## src/rtl/sys_regs.sv

```systemverilog
// sys_regs: CPU register window 0x2020-0x2027 with joypad port, IRQ timer/prescaler, IRQ status/ack, sys_ctl.
// Optional DMA interrupt path is built only when SYS_REGS_DMA_IRQ_EN is defined.
module sys_regs #(
    parameter int PRESCALE_FAST = 256,
    parameter int PRESCALE_SLOW = 16384
) (
    input  logic       clk,
    input  logic       reset_n,
    input  logic       tick_en,
    input  logic       cs,
    input  logic       we,
    input  logic [2:0] addr,
    input  logic [7:0] din,
    output logic [7:0] dout,
    input  logic [7:0] joystick,
    input  logic       dma_done,
    output logic [7:0] sys_ctl,
    output logic       irq
);

    localparam logic [13:0] FAST_RELOAD = 14'(PRESCALE_FAST - 1);
    localparam logic [13:0] SLOW_RELOAD = 14'(PRESCALE_SLOW - 1);

    logic        rd;
    logic        wr;
    logic        wr_timer;
    logic        wr_ctl;
    logic        rd_tim_ack;
    logic [13:0] presc;
    logic [13:0] presc_reload;
    logic        tdec;
    logic [7:0]  count;
    logic        tim_set;
    logic        tim_flag;
    logic        dma_flag;
    logic [7:0]  rd_data;
    logic        irq_next;

    assign rd         = cs & ~we;
    assign wr         = cs & we;
    assign wr_timer   = wr && (addr == 3'd3);
    assign wr_ctl     = wr && (addr == 3'd6);
    assign rd_tim_ack = rd && (addr == 3'd4);

    // Slow/fast selection is sampled only at reload, so a mode change waits for the current period.
    assign presc_reload = sys_ctl[4] ? SLOW_RELOAD : FAST_RELOAD;
    assign tdec         = tick_en && (presc == 14'd0);

    always_ff @(posedge clk or negedge reset_n) begin
        if (!reset_n) begin
            presc <= FAST_RELOAD;
        end else if (wr_timer) begin
            presc <= presc_reload;
        end else if (tick_en) begin
            presc <= (presc == 14'd0) ? presc_reload : presc - 14'd1;
        end
    end

    // A CPU load beats a coincident decrement; loading zero raises the flag immediately.
    assign tim_set = wr_timer ? (din == 8'h00) : (tdec && (count == 8'd1));

    always_ff @(posedge clk or negedge reset_n) begin
        if (!reset_n) begin
            count <= 8'h00;
        end else if (wr_timer) begin
            count <= din;
        end else if (tdec && (count != 8'h00)) begin
            count <= count - 8'd1;
        end
    end

    always_ff @(posedge clk or negedge reset_n) begin
        if (!reset_n) begin
            tim_flag <= 1'b0;
        end else if (tim_set) begin
            tim_flag <= 1'b1;
        end else if (rd_tim_ack) begin
            tim_flag <= 1'b0;
        end
    end

`ifdef SYS_REGS_DMA_IRQ_EN
    logic rd_dma_ack;
    assign rd_dma_ack = rd && (addr == 3'd5);

    always_ff @(posedge clk or negedge reset_n) begin
        if (!reset_n) begin
            dma_flag <= 1'b0;
        end else if (dma_done) begin
            dma_flag <= 1'b1;
        end else if (rd_dma_ack) begin
            dma_flag <= 1'b0;
        end
    end

    assign irq_next = (tim_flag & sys_ctl[1]) | (dma_flag & sys_ctl[2]);
`else
    logic unused_dma_done;
    assign unused_dma_done = dma_done;
    assign dma_flag        = 1'b0;
    assign irq_next        = tim_flag & sys_ctl[1];
`endif

    always_comb begin
        rd_data = 8'hFF;
        case (addr)
            3'd0:    rd_data = ~joystick;
            3'd3:    rd_data = count;
            3'd4:    rd_data = 8'h00;
            3'd5:    rd_data = 8'h00;
            3'd6:    rd_data = sys_ctl;
            3'd7:    rd_data = {6'b0, dma_flag, tim_flag};
            default: rd_data = 8'hFF;
        endcase
    end

    always_ff @(posedge clk or negedge reset_n) begin
        if (!reset_n) begin
            dout <= 8'hFF;
        end else if (rd) begin
            dout <= rd_data;
        end
    end

    always_ff @(posedge clk or negedge reset_n) begin
        if (!reset_n) begin
            sys_ctl <= 8'h00;
        end else if (wr_ctl) begin
            sys_ctl <= din;
        end
    end

    always_ff @(posedge clk or negedge reset_n) begin
        if (!reset_n) begin
            irq <= 1'b0;
        end else begin
            irq <= irq_next;
        end
    end

endmodule
```

## config.mk

```make
export PLATFORM = sky130hd
export DESIGN_NAME = sys_regs
export DESIGN_NICKNAME = d
export VERILOG_FILES = /design/src/rtl/sys_regs.sv
export SDC_FILE = /design/constraint.sdc
export NUM_CORES = 1
export LEC_CHECK = 0
export CORE_MARGIN = 5
export CORE_UTILIZATION = 47
export CTS_CLUSTER_DIAMETER = 80
export CTS_CLUSTER_SIZE = 12
export DETAILED_ROUTE_END_ITERATION = 16
export HOLD_SLACK_MARGIN = 0.1
export PLACE_DENSITY_LB_ADDON = 0.15
export SLEW_MARGIN = 5
export SYNTH_ARGS = -nofsm -noshare
export SYNTH_HDL_FRONTEND = slang
export SYNTH_SLANG_ARGS = --single-unit
```

## constraint.sdc

```tcl
create_clock -name clk -period 1.9 [get_ports clk]
set_clock_uncertainty 0.2 [all_clocks]
set_input_delay 0.285 -clock clk [delete_from_list [all_inputs] [get_ports clk]]
set_output_delay 0.285 -clock clk [all_outputs]
set_load 0.005 [all_outputs]
```

==> metrics.txt, run 1 <==
fraction of layout instances using a drive strength above 1 around two fifths; die width between 80 and 90 µm; max incr delay on CP 0.42 ns; clock buffer count from CTS 5; synthesis-to-layout area growth 52.72%; H-tree Lvls 2; sequence of cells on the critical path nor4_4, nand4_1, buf_6, or4_4, a31oi_2; Seq/Total Area, Yosys a little over two fifths; Post-DP Area roughly 0.0032 mm²; PwrDens 916.0 mW/mm²; Placement Setup Slack -0.4364 ns; critical path required time 1.91 ns; cell count after synthesis 237; Post-Layout Cell Count between 400 and 500; synthesized net count approximately 270; Setup Viol. Count Final 17; ys flop type dfrtp_1; Max-slew headroom 68.84%; Hold Fails Final Rpt 0; vias per std cell slightly below 6; actual slew at the worst max-slew pin 0.4673 ns; dpl cells between 300 and 400; reported max-cap violation count 0; chip height slightly above 80 µm; initial antenna violation count 0; nets@finish ~370; largest net degree at the start of global routing 21; critical path's slowest cell nor4_4; mapped cell area ~0.0023 mm²; Vias about 2.4k; period utilization 113.9%; Hold Path Class primary input to asynchronous set/reset pin; violated checks setup timing; Pleak approximately 0.0014 µW; RSZ-0062 raised after global routing true; drt drc 0; Synth Register Bits 40; Gate power share between 30% and 40%; Post-Syn Area per Cell between 9 and 10 µm²; vias in the first global route 2430; first-pass GRT wire length between 10000 and 15000 µm; worst endpoint data arrival time between 2 and 2.5 ns; clock slew at reported path FFs around 0.080 ns; CTS Buffer Depth 2; Syn. warnings 0; Internal 2204 µW; CP top delay family simple AND/OR/NAND/NOR gates; Max Freq approximately 460 MHz; I/O Buffers 40; status complete, but fails checks; Congestion Overflow GR 0; CTS tree built; fin util approximately 75%; clk sinks 40; Root Buffer clkbuf_8; post-route minimum period 2.164 ns; final weighted congestion in routability-driven placement around 0.9; Initial Utilization approximately half; Post-DRT Antenna Nets 0; Final Max Tran Viols 0; P_sw 1082 µW; Max VDD drop 0.7502 mV; critical path launch point type flop; core area 0.004786 mm²; I/O pin cnt between 40 and 50; Bufs and invs on worst path 1; Post-synth EDFFs 0; Hold Slack ~0.27 ns; library cells used by synthesis between 50 and 60; WL/cell 18.00 µm; Critical Path Fanout Max 5; Sw Share roughly a third; sequential share of power between 40% and 50%; DRT Pass-1 Iters 4; final instance area roughly 0.0036 mm²; crit path kind flop to flop; CP endpoint kind flop; post-DP HPWL roughly 5000 µm; DRT iter0 DRCs between 100 and 150; asr flop ratio synth between 90% and 100%; total routed wirelength 7307 µm; most common cell after layout, fill and taps aside buf_4; Antenna Diode Count 0; row cnt 25; most frequent cells in the layout buf_4, clkdlybuf4s50_1, dfrtp_1; Die ar. roughly 0.0065 mm²; Final WS setup -0.2642 ns; global-route total usage across every layer between 20% and 30%; clock power share about a fifth; clk_lat worst skew roughly 0.29 ns
stage by stage:
stage / power [µW] / TNS, ns
after global placement: 2402 / -6.417
after detailed placement: 2435 / -7.206
after CTS: 3219 / -1.303
final: 3287 / -1.814
after global routing: 3497 / -3.511
after floorplan: 1841 / -0.7436
path summary, 6_finish.rpt:
path	endpoint	cells past startpoint	from	slack [ns]
hold / removal	presc[8]$_DFFE_PN0P_	2	reset_n	0.27
setup / recovery	count[3]$_DFFE_PN0P_	5	presc[10]$_DFFE_PN0P_	-0.26
max in group asynchronous	dout[6]$_DFFE_PN1P_	3	reset_n	0.60
hold reg to reg	irq$_DFF_PN0_	1	tim_flag$_DFFE_PN0P_	0.34
min in group clk	irq$_DFF_PN0_	1	tim_flag$_DFFE_PN0P_	0.34
setup reg to reg	count[3]$_DFFE_PN0P_	5	presc[10]$_DFFE_PN0P_	-0.26
synth_stat cells (all sizes together), types with 2 or more instances:
cell type  instances  area (µm²)
nand3              8       45.04
xor2               3       26.28
dfrtp             24       600.6
or3b               2       17.52
buf                7       65.05
nor2              20       75.07
o211ai             2       15.01
ha                 4       50.05
a221o              2       20.02
or2                2       15.02
o311ai             2       17.52
dfstp             16       420.4
and2               2       12.51
a21oi             13       65.06
or4               11       86.33
o21ai              6       30.03
clkbuf             6       22.52
inv                6       22.52
mux2               8       90.09
o31ai              7       52.55
a21o               2       15.01
nand4              2       12.51
nand2             13       51.30
nor4               8       71.32
nor3              11       60.06
xnor2              3       26.28
and3               6       37.54
or3                4       26.28
nor3b              2       15.01
o22a               9       78.83
a31oi              6       37.54
o2bb2ai            7       61.31
worst reg2reg max path, cell delays in order (launching register included):
cell and delay (ns):
dfrtp_1 0.41, nor4_4 0.42, nand4_1 0.25, buf_6 0.19, or4_4 0.41, a31oi_2 0.20
sequential cells by signal, summed over array words and instances (netlist names):
| register | count |
|---|---|
| presc | 14 |
| sys_ctl | 8 |
| count | 8 |
| irq | 1 |
| tim_flag | 1 |
| dout | 8 |
logic make-up (layout without fill, tap and decap cells):
family                   Yosys count  in the layout  share of synthesized area (%)
multiplexers                       9              9                          4.260
XOR/XNOR                           6              6                          2.237
AO/OA/AOI/OAI                     65             65                          19.92
AND/OR/NAND/NOR                   94             94                          23.32
adder cells (fa/ha/maj)            4              4                          2.130
buffers and inverters             19            121                          4.685
flip-flops                        40             40                          43.45
routing by layer:
metal  GRT usage, %  part of all wire [%]
met5              0                     0
met4          8.615                   2.1
met3          4.148                   7.2
met2          38.82                    48
met1          32.60                    42
area by class of cell:
class / instances / area [µm²]
Multi-Input combinational cell: 178 / 1431
Fill cell: 363 / 1197
Sequential cell: 40 / 1022
Timing Repair Buffer: 107 / 928.4
Clock buffer: 8 / 100.1
Tap cell: 67 / 83.83
Inverter: 6 / 22.52
power by group through the flow:
stage | Sequential [µW] | Clock (µW) | Combinational [µW]
2_1_floorplan | 1360 | 0 | 484
3_3_place_gp | 1360 | 0 | 1050
3_5_place_dp | 1360 | 0 | 1080
4_1_cts | 1370 | 631 | 1220
5_1_grt | 1420 | 675 | 1410
6_report | 1390 | 612 | 1290
what timing repair did:
item                                    CTS  global route
endpoints found under the hold margin    18             0
pin swaps                                19            10
cloned                                    1             0
gates resized for setup                  33            14
buffers inserted                          7             3
hold buffers                              1             0
endpoints found under the setup margin   17            29
Note: power is estimated with default switching activity, not from simulation.
==> inputs of run 2 (changes only) <==
--- a/config.mk
+++ b/config.mk
@@ -6,7 +6,7 @@
 export NUM_CORES = 1
 export LEC_CHECK = 0
 export CORE_MARGIN = 5
-export CORE_UTILIZATION = 47
+export CORE_UTILIZATION = 50
 export CTS_CLUSTER_DIAMETER = 80
 export CTS_CLUSTER_SIZE = 12
 export DETAILED_ROUTE_END_ITERATION = 16
==> constraint.sdc (replaced) <==
create_clock -name clk -period 2.5 [get_ports clk]
set_clock_uncertainty 0.2 [all_clocks]
set_input_delay 0.375 -clock clk [delete_from_list [all_inputs] [get_ports clk]]
set_output_delay 0.375 -clock clk [all_outputs]
set_load 0.005 [all_outputs]
==> run 2 against run 1 <==
- global-route usage down 4.8 points
- setup slack better by 0.55 ns
- power down 38%
- hold slack better by 0.070 ns
- critical path depth down 1
- cell area down 18%
- critical endpoint is now count[7]$_DFFE_PN0P_
- largest power group unchanged
- the run now ends clean
- wire length down 21%
- critical path type unchanged
==> metrics.txt, run 2 (synthesis results as in run 1) <==
vias in the first global route just under 2k; max incr delay on CP about 0.58 ns; critical path's slowest cell or4_4; Post-DP Area 0.002853 mm²; r2r endpoint count[7]$_DFFE_PN0P_; worst r2r src count[3]$_DFFE_PN0P_; Max-slew headroom 40.15%; hold path depth 2; CP endpoint kind flop; I/O pin cnt between 40 and 50; H-tree Lvls 2; Root Buffer clkbuf_8; most common cell after layout, fill and taps aside clkdlybuf4s50_1; most frequent cells in the layout clkdlybuf4s50_1, dfrtp_1, nor2_1; cells on worst reg2reg path 4; Post-CTS Setup Bufs 0; CTS Buffer Depth 2; DRT iter0 DRCs between 100 and 150; Post-DRT Antenna Nets 0; CTS tree built; period utilization between 80% and 90%; Internal about 1400 µW; Setup Viol. Count Final 0; actual slew at the worst max-slew pin 0.8977 ns; fill cell count ~400; DRT Pass-1 Iters 4; crit path kind flop to flop; clock buffer count from CTS 5; row cnt 25; first-pass GRT wire length ~9500 µm; final weighted congestion in routability-driven placement 0.8728; clk_lat worst skew around 0.29 ns; Post-CTS Resized 0; Fin Setup TNS 0 ns; core area 0.004629 mm²; final instance area around 0.003 mm²; largest net degree at the start of global routing 41; I/O Buffers 40; P_sw roughly 660 µW; status complete, no violations; Antenna Diode Count 0; Largest Register presc; Post-Layout Cell Count roughly 340; chip height a little under 80 µm; Die ar. 0.006170 mm²; post-route minimum period roughly 2.2 ns; CTS Hold Bufs 1; vias per std cell about 6; Pleak 0.001144 µW; critical path required time 2.50 ns; WL/cell about 17 µm; Worst Setup EP count[7]$_DFFE_PN0P_; Initial Utilization between 50% and 60%; fraction of layout instances using a drive strength above 1 20.07%; post-DP HPWL approximately 4300 µm; Gate power share 27.7%; Max VDD drop around 0.48 mV; die width 78.55 µm; clock slew at reported path FFs about 0.08 ns; critical path launch point type flop; synthesis-to-layout area growth 25.13%; Final WS setup 0.2822 ns; initial antenna violation count 0; dpl cells roughly 340; RSZ-0062 raised after global routing false; total routed wirelength a little under 6000 µm; Vias 2063; reported max-cap violation count 0; worst reg-to-reg setup slack roughly 0.28 ns; Hold Fails Final Rpt 0; Congestion Overflow GR 0; clock power share approximately a fifth; sequence of cells on the critical path or4_4, or2_4, or4_1, a31oi_1; Final Max Tran Viols 0; clk sinks 40; CP startpoint count[3]$_DFFE_PN0P_; Sw Share 32.24%; Critical Path Fanout Max 6; drt drc 0; PwrDens slightly below 700 mW/mm²; max FFs per register 14; nets@finish about 320; sequential share of power a little over half; worst endpoint data arrival time roughly 2.2 ns; global-route total usage across every layer roughly 19%; Hold Path Class flop to flop; Max Freq between 400 and 500 MHz; Placement Setup Slack approximately 0.15 ns
-- run 2: how the worst min path moves through the flow --
stage / startpoint / to / slack (ns)
2_1_floorplan: reset_n / count[0]$_DFFE_PN0P_ / -0.12
3_3_place_gp: tim_flag$_DFFE_PN0P_ / irq$_DFF_PN0_ / 0.32
3_5_place_dp: tim_flag$_DFFE_PN0P_ / irq$_DFF_PN0_ / 0.31
4_1_cts: sys_ctl[6]$_DFFE_PN0P_ / sys_ctl[6]$_DFFE_PN0P_ / 0.34
5_1_grt: sys_ctl[0]$_DFFE_PN0P_ / sys_ctl[0]$_DFFE_PN0P_ / 0.37
6_report: tim_flag$_DFFE_PN0P_ / tim_flag$_DFFE_PN0P_ / 0.34
-- run 2: worst max-delay path, delay by kind of cell (launching register included) --
family,cells,cell delay (ns)
flip-flops,1,0.44
AO/OA/AOI/OAI,1,0.20
AND/OR/NAND/NOR,3,1.30
-- run 2: stage by stage --
stage          util, %  hold WS, ns  power, µW
2_1_floorplan        -      -0.1206       1376
3_3_place_gp     61.62       0.3166       1631
3_5_place_dp     61.62       0.3143       1646
4_1_cts          63.51       0.3449       2060
5_1_grt          63.51       0.3728       2169
6_report         63.51       0.3399       2038
-- run 2: power by group through the flow --
stage	clock (µW)	sequential (µW)	combinational (µW)
after floorplan	0	1020	356
after global placement	0	1080	556
after detailed placement	0	1080	568
after CTS	421	1070	571
after global routing	448	1100	625
final	404	1070	565
-- run 2: routing by layer --
layer | up-vias | track usage (%) | share of wire (%) | wire length (µm)
met5 | - | 0 | 0 | 0
met4 | 0 | 5.944 | 1.3 | 74
met3 | 8 | 4.472 | 4.8 | 275
met2 | 45 | 31.83 | 49 | 2806
met1 | 994 | 25.18 | 45 | 2609
li1 | 1016 | - | - | -
-- run 2: cell type report --
class                      count  area (µm²)  area share (%)
multi-input combinational    178        1219           41.45
inverter                       6       22.52          0.7660
sequential                    40        1021           34.72
clock buffer                   6       72.57           2.468
clock inverter                 1       5.005          0.1702
timing repair buffer          58       533.0           18.13
tap                           54       67.56           2.298
